<file path="src/rtl/legv8_pkg.sv">
// Shared LEGv8 control definitions: opcode patterns, ALU op encodings,
// sequencer states and the instruction classes the sequencer acts on.
package legv8_pkg;

   localparam logic [10:0] OP_LDUR = 11'b11111000010;
   localparam logic [10:0] OP_STUR = 11'b11111000000;
   localparam logic [10:0] OP_ADD  = 11'b10001011000;
   localparam logic [10:0] OP_SUB  = 11'b11001011000;
   localparam logic [10:0] OP_AND  = 11'b10001010000;
   localparam logic [10:0] OP_ORR  = 11'b10101010000;
   localparam logic [5:0]  OP_B_PFX   = 6'b000101;
   localparam logic [7:0]  OP_CBZ_PFX = 8'b10110100;

   localparam logic [1:0] ALUOP_ADD   = 2'b00;
   localparam logic [1:0] ALUOP_PASS  = 2'b01;
   localparam logic [1:0] ALUOP_FUNCT = 2'b10;

   typedef enum logic [2:0] {
      S_FETCH,
      S_DECODE,
      S_EXEC,
      S_MEM,
      S_WB
   } state_t;

   typedef enum logic [2:0] {
      C_RTYPE,
      C_LDUR,
      C_STUR,
      C_B,
      C_CBZ,
      C_ILL
   } opclass_t;

endpackage

</file>
<file path="src/rtl/legv8_opclass.sv">
// Combinational OPCODE (IR[31:21]) to instruction-class classifier.
module legv8_opclass
   import legv8_pkg::*;
(
   input  logic [10:0] opcode,
   output opclass_t    opclass
);

   always_comb begin
      opclass = C_ILL;
      if (opcode == OP_LDUR)
         opclass = C_LDUR;
      else if (opcode == OP_STUR)
         opclass = C_STUR;
      else if (opcode == OP_ADD || opcode == OP_SUB ||
               opcode == OP_AND || opcode == OP_ORR)
         opclass = C_RTYPE;
      else if (opcode[10:5] == OP_B_PFX)
         opclass = C_B;
      else if (opcode[10:3] == OP_CBZ_PFX)
         opclass = C_CBZ;
   end

endmodule

</file>
<file path="src/rtl/multicycle_ctrl.sv">
// Multi-cycle LEGv8 sequencer: walks each instruction through fetch, decode,
// execute, memory and write-back over one unified memory port.
//
//   state    | meaning
//   ---------+---------------------------------------------------------
//   S_FETCH  | read instruction at PC; load IR/OLD_PC and PC+4 on ready
//   S_DECODE | classify opcode, latch class, flag illegal
//   S_EXEC   | ALU op; branches resolve and retire here
//   S_MEM    | data access at ALU result; STUR retires on ready
//   S_WB     | register file write from ALU or memory data
module multicycle_ctrl
   import legv8_pkg::*;
#(
   parameter int RETIRE_W = 32
)(
   input  logic                CLOCK,
   input  logic                RESET,
   input  logic [10:0]         OPCODE,
   input  logic                ALU_ZERO,
   input  logic                MEM_READY,
   output logic                MEM_REQ,
   output logic                MEM_WE,
   output logic                IORD,
   output logic                IR_WRITE,
   output logic                PC_WRITE,
   output logic                PC_SRC,
   output logic                REG2LOC,
   output logic                ALUSRC,
   output logic [1:0]          ALU_OP,
   output logic                REGWRITE,
   output logic                MEM2REG,
   output logic                ILLEGAL,
   output logic [RETIRE_W-1:0] RETIRED
);

   state_t   state;
   opclass_t cls_q;
   opclass_t op_cls;
   opclass_t cls;
   logic     retire;

   legv8_opclass u_opclass (
      .opcode  (OPCODE),
      .opclass (op_cls)
   );

   // Decode sees the live opcode; later states use the latched class only.
   assign cls = (state == S_DECODE) ? op_cls : cls_q;

   assign retire = (state == S_WB) ||
                   (state == S_EXEC && (cls_q == C_B || cls_q == C_CBZ)) ||
                   (state == S_MEM && MEM_READY && cls_q == C_STUR);

   always_ff @(posedge CLOCK) begin
      if (RESET) begin
         state   <= S_FETCH;
         cls_q   <= C_ILL;
         RETIRED <= '0;
      end else begin
         if (retire)
            RETIRED <= RETIRED + RETIRE_W'(1);
         case (state)
            S_FETCH:  if (MEM_READY) state <= S_DECODE;
            S_DECODE: begin
               cls_q <= op_cls;
               state <= (op_cls == C_ILL) ? S_FETCH : S_EXEC;
            end
            S_EXEC: begin
               case (cls_q)
                  C_RTYPE:        state <= S_WB;
                  C_LDUR, C_STUR: state <= S_MEM;
                  default:        state <= S_FETCH;
               endcase
            end
            S_MEM:    if (MEM_READY) state <= (cls_q == C_LDUR) ? S_WB : S_FETCH;
            S_WB:     state <= S_FETCH;
            default:  state <= S_FETCH;
         endcase
      end
   end

   always_comb begin
      MEM_REQ  = 1'b0;
      MEM_WE   = 1'b0;
      IORD     = 1'b0;
      IR_WRITE = 1'b0;
      PC_WRITE = 1'b0;
      PC_SRC   = 1'b0;
      REG2LOC  = 1'b0;
      ALUSRC   = 1'b0;
      ALU_OP   = ALUOP_ADD;
      REGWRITE = 1'b0;
      MEM2REG  = 1'b0;
      ILLEGAL  = 1'b0;
      if (!RESET) begin
         case (state)
            S_FETCH: begin
               MEM_REQ  = 1'b1;
               IR_WRITE = MEM_READY;
               PC_WRITE = MEM_READY;
            end
            S_DECODE: begin
               REG2LOC = (cls == C_STUR || cls == C_CBZ);
               ILLEGAL = (cls == C_ILL);
            end
            S_EXEC: begin
               case (cls)
                  C_RTYPE: ALU_OP = ALUOP_FUNCT;
                  C_LDUR, C_STUR: ALUSRC = 1'b1;
                  C_CBZ: begin
                     ALU_OP   = ALUOP_PASS;
                     REG2LOC  = 1'b1;
                     PC_WRITE = ALU_ZERO;
                     PC_SRC   = ALU_ZERO;
                  end
                  C_B: begin
                     PC_WRITE = 1'b1;
                     PC_SRC   = 1'b1;
                  end
                  default: ;
               endcase
            end
            S_MEM: begin
               MEM_REQ = 1'b1;
               IORD    = 1'b1;
               MEM_WE  = (cls == C_STUR);
            end
            S_WB: begin
               REGWRITE = 1'b1;
               MEM2REG  = (cls == C_LDUR);
            end
            default: ;
         endcase
      end
   end

endmodule

</file>
<file path="config.mk">
export PLATFORM = sky130hd
export DESIGN_NAME = multicycle_ctrl
export DESIGN_NICKNAME = d
export VERILOG_FILES = /design/src/rtl/legv8_pkg.sv /design/src/rtl/legv8_opclass.sv /design/src/rtl/multicycle_ctrl.sv
export SDC_FILE = /design/constraint.sdc
export NUM_CORES = 1
export LEC_CHECK = 0
export CAP_MARGIN = 20
export CORE_MARGIN = 1
export CORE_UTILIZATION = 25
export CTS_CLUSTER_DIAMETER = 200
export DETAILED_ROUTE_END_ITERATION = 6
export PLACE_DENSITY = 0.46
export SETUP_SLACK_MARGIN = 0.4
export SYNTH_ARGS = -nofsm -noshare
export SYNTH_HDL_FRONTEND = slang
export SYNTH_SLANG_ARGS = --single-unit
export TNS_END_PERCENT = 50
</file>
<file path="constraint.sdc">
create_clock -name CLOCK -period 3.76 [get_ports CLOCK]
set_clock_uncertainty 0.2 [all_clocks]
set_input_delay 0.752 -clock CLOCK [delete_from_list [all_inputs] [get_ports CLOCK]]
set_output_delay 0.752 -clock CLOCK [all_outputs]
set_load 0.005 [all_outputs]
</file>
### After elaboration in Yosys (flattened, before gate mapping)

Index checks and enable logic that the tools add are counted.

* bits in registers: 38
* word-level logic and storage cells: 85
* input bits: 15

* equal/unequal tests: 24
* reductions and logical operators: 17
* muxes and demuxes: 40
* $add $sub $neg: 1

Operators by type and width (count)
* $eq A11 B11 Y1 const B: 6
* $add A32 B1 Y32 const B: 1
* $mux W3: 8
* $mux W1: 23
* $eq A3 B2 Y1 const B: 6
* $eq A3 B3 Y1 const B: 5
* $pmux W3 S4: 1
* $eq A3 B1 Y1 const B: 3
* $logic_not A3 Y1: 3
* $eq A8 B8 Y1 const B: 1
* $logic_or A1 B1 Y1: 7
* $eq A6 B3 Y1 const B: 1
* $mux W2: 3
* $pmux W1 S2: 3
* $pmux W3 S2: 1
* $reduce_or A2 Y1: 3
* $ne A2 B2 Y1 const B: 2
* $pmux W2 S2: 1
* $logic_and A1 B1 Y1: 3
* $reduce_and A2 Y1: 1

### Longest topological paths before layout

* depth after elaboration: 13
* mapped depth: 9

### Modules after synthesis

Synthesis repeated with hierarchy kept, for this count alone.

* cells, all modules: 261
* area, all modules: 2328.5 um^2

Modules (own cells, without submodules)
* multicycle_ctrl: cells an instance 246, instances 1, seq. area each 760.7 um^2, area each 2193.4 um^2
* legv8_opclass: cells an instance 15, instances 1, seq. area each 0.0 um^2, area each 135.1 um^2

### Least setup slack after synthesis

No wires, ideal clock.

* path type: input-to-output
* start: input OPCODE[0]
* end: output PC_WRITE
* buffers on the path: 0
* slack: 0.389 ns
* arrival: 2.419 ns
* stages: 6
* path through: or4b_1 and4b_1 a22oi_1 nand2_1 or4b_1 o211ai_1

* cells in the longest elaborated chain, start to end: 12
* elaborated cells on any way between the ends: 18
* classes of those cells: 8 x eq/ne; 7 x mux; 3 x reduce/logical

Ends and longest elaborated chain
* from (decl): line multicycle_ctrl.sv:18 `input logic [10:0] OPCODE,`
* $eq A11 B11 Y1: line legv8_opclass.sv:15 `else if (opcode == OP_ADD || opcode == OP_SUB ||`
* $logic_or A1 B1 Y1 (2 in a row): line legv8_opclass.sv:15
* $logic_or A1 B1 Y1: line legv8_opclass.sv:16 `opcode == OP_AND || opcode == OP_ORR)`
* $mux W3: line legv8_opclass.sv:15
* $mux W3: line legv8_opclass.sv:13 `else if (opcode == OP_STUR)`
* $mux W3 *: line legv8_opclass.sv:11 `if (opcode == OP_LDUR)`
* $mux W3 *
* $eq A3 B2 Y1 or $eq A3 B3 Y1 (tied branches): line multicycle_ctrl.sv:107 `case (cls)`
* $pmux W1 S2 *: line multicycle_ctrl.sv:107
* $pmux W1 S2 *: line multicycle_ctrl.sv:96 `case (state)`
* $mux W1 *: line multicycle_ctrl.sv:95 `if (!RESET) begin`
* to (decl): line multicycle_ctrl.sv:25 `output logic PC_WRITE,`

Every way passes the cells marked *; elsewhere a longest branch is shown, timed or not.

### Worst setup path in the final report

Ends and elaborated chain as after synthesis.

==> qor.csv <==
metric,value,unit
status,finished clean,
Fmax,283,MHz
"Net Count, Synth",279,
period utilization,94.1,%
clk buf depth,2,
DR iter-0 viols,47,
row count,33,
clock slew at reported path FFs,0.07,ns
met3 Use GR,2.75,%
nature of the critical path endpoint,output pin,
cell taking the most area after synthesis,dfxtp_1,
min-delay worst type,register to register,
layout cells sized above 1,22.6,%
FILL cells,851,
Worst-Skew Late Latency,0.29,ns
Switch Pwr,0.203,mW
remaining routing DRC violations,0,
async set-reset flop share out of synthesis,0,%
Root Buffer,clkbuf_8,
Routed Antenna Nets,0,
clock power share,39.5,%
Overall Power,0.846,mW
CP required,2.81,ns
Tot GR Track Use,14.9,%
WS Path Type,input pin to output pin,
fin crit period,3.54,ns
largest net degree at the start of global routing,35,
Top Usage Layer GRT,met2,
First-pass DRT Iterations,4,
Via Count,2197,
max-slew violations,0,
Synth top area share,35.9,%
RSZ-0062 raised after global routing,true,
first-pass GRT wire length,10400,um
pwr/cell area,263,nW/um2
Cells after DPL,440,
core area,8220,um2
synthesized area per cell,8.05,um2
port buffer count,59,
io pins,60,
clk sinks,38,
Area Overhead vs Synth,51.8,%
arrival time of the worst setup path,2.59,ns
startpoint types,input pin,
Final Worst Setup Slack,0.221,ns
pre-CTS setup slack,-0.499,ns
sequential area share after synthesis,35.9,%
initial antenna violation count,0,
worst slew pin tran,0.479,ns
DIE WIDTH,94.0,um
diode count,0,
Max VDD drop,0.116,mV
static leakage,1.18,nW
die height,94.0,um
final wirelength,6230,um
"EDFF count, synth",0,
# setup viols final,0,
combinational share of power,12.1,%
"Top FF cell, synth",dfxtp_1,
sequential group share of total power,48.4,%
headroom to the max-slew limit,67.7,%
final net count,364,
Hold Fails Final Rpt,0,
CTS tree,built,
critical path peak fanout,3,
Synth Warn #,0,
Mapped Area,2120,um2
hold bufs inserted after CTS,0,
register area,761,um2
Max-Cap Viols,0,
switch share,24.0,%
DP HPWL,4490,um
WHS,0.306,ns
Post-Synthesis Cells,263,
via/cell ratio,4.84,
Int Power,0.643,mW
CTS buffer count,5,
GP Congestion,0.817,
global route overflow,0,
vias in the first global route,2103,
met1 GRT Util,20.1,%
initial cell density of the core,25.8,%
top post-synthesis cells by area,"dfxtp_1 (36%), xnor2_1 (7.4%), nor2_1 (6.6%)",
#FFs+latches synth,38,
Routed WL per cell,13.7,um
Netlist cell types,49,
Post-Route Utilization,39.1,%
met2 global-route usage,24.1,%
multi-input logic area,1410,um2
H-tree levels,2,
die area,8840,um2
post-route insts no fill,454,
## area by class of cell
cell class	count	area share [%]
tap	105	4.09
multi-input combinational	206	43.9
sequential	38	23.7
inverter	6	0.701
timing repair buffer	91	24.2
clock buffer	8	3.43
## metal layers
layer  vias up  wire length [um]
li1       1115                 -
met1      1025              3020
met2        50              2900
met3         7               238
met4         0                69
met5         -                 0
## cell families (layout without fill, tap and decap cells)
logic type               count (synthesis)  count (layout)  synth area share [%]
XOR/XNOR                                25              25                  10.3
multiplexers                             3               3                  1.48
flip-flops                              38              38                  35.9
adder cells (fa/ha/maj)                  1               1                 0.591
AND/OR/NAND/NOR                        148             148                  37.8
buffers and inverters                   19             105                  3.78
AO/OA/AOI/OAI                           29              29                  10.0
## power by group through the flow
| stage | Combinational (mW) | Sequential [mW] | Clock (mW) |
|---|---|---|---|
| global route | 0.112 | 0.410 | 0.356 |
| CTS | 0.102 | 0.410 | 0.345 |
| finish | 0.102 | 0.410 | 0.334 |
| global placement | 0.0892 | 0.419 | 0 |
| detailed placement | 0.0891 | 0.419 | 0 |
| floorplan | 0.0364 | 0.418 | 0 |
## metrics by stage
step | TNS (ns) | instance area, um2
global placement | -2.75 | 2980
global route | 0 | 3210
detailed placement | -2.73 | 2980
floorplan | 0 | 2120
CTS | 0 | 3210
finish | 0 | 3210
## sequential cells by signal, summed over array words and instances (netlist names)
signal	count
state	3
cls_q	3
RETIRED	32
## path summary, 6_finish.rpt
check / cells after the start / slack, ns / start / to
min: 2 / 0.31 / RETIRED[31] / RETIRED[31]
max: 8 / 0.22 / OPCODE[0] / PC_WRITE
min reg2reg: 2 / 0.31 / RETIRED[31] / RETIRED[31]
max reg2reg: 6 / 0.98 / RETIRED[5] / RETIRED[27]
## critical path: stages
cell      delay, ns
buf_6          0.09
or4b_4         0.54
and4b_2        0.35
a22oi_2        0.07
nand2_1        0.09
or4b_4         0.47
o211ai_1       0.09
buf_2          0.14
## synthesized netlist by cell type (3+ instances only)
cell and instances:
dfxtp_1 38, nor2_1 37, nand2_1 26, nand3_1 18
xnor2_1 18, nor3_1 11, clkbuf_1 10, nor4_1 10
xor2_1 7, inv_1 6, o211ai_1 6, o21ai_0 6
or4_1 6, and4_1 5, nand2b_1 4, nand4_1 4
a21oi_1 3, and3_1 3, nor2b_1 3
## layout by cell type, fill, tap and decap left out, types with 4 or more instances in the layout
cell type        instances
inv_1                    6
or4_1                    5
nand3_1                 17
clkbuf_8                 8
xnor2_1                 18
nor3_1                  11
nor4_1                   7
nor2_1                  37
dfxtp_1                 38
nand2_1                 26
clkdlybuf4s50_1         39
buf_2                   10
xor2_1                   6
o21ai_0                  4
and4_1                   5
nand4_1                  4
buf_6                    4
o211ai_1                 6
buf_4                   30
## what timing repair did
action	CTS	global route
endpoints found under the setup margin	9	10
pin swaps	16	9
buffers inserted	6	0
resized for setup	79	8
Power figures use the tool's default switching activity.
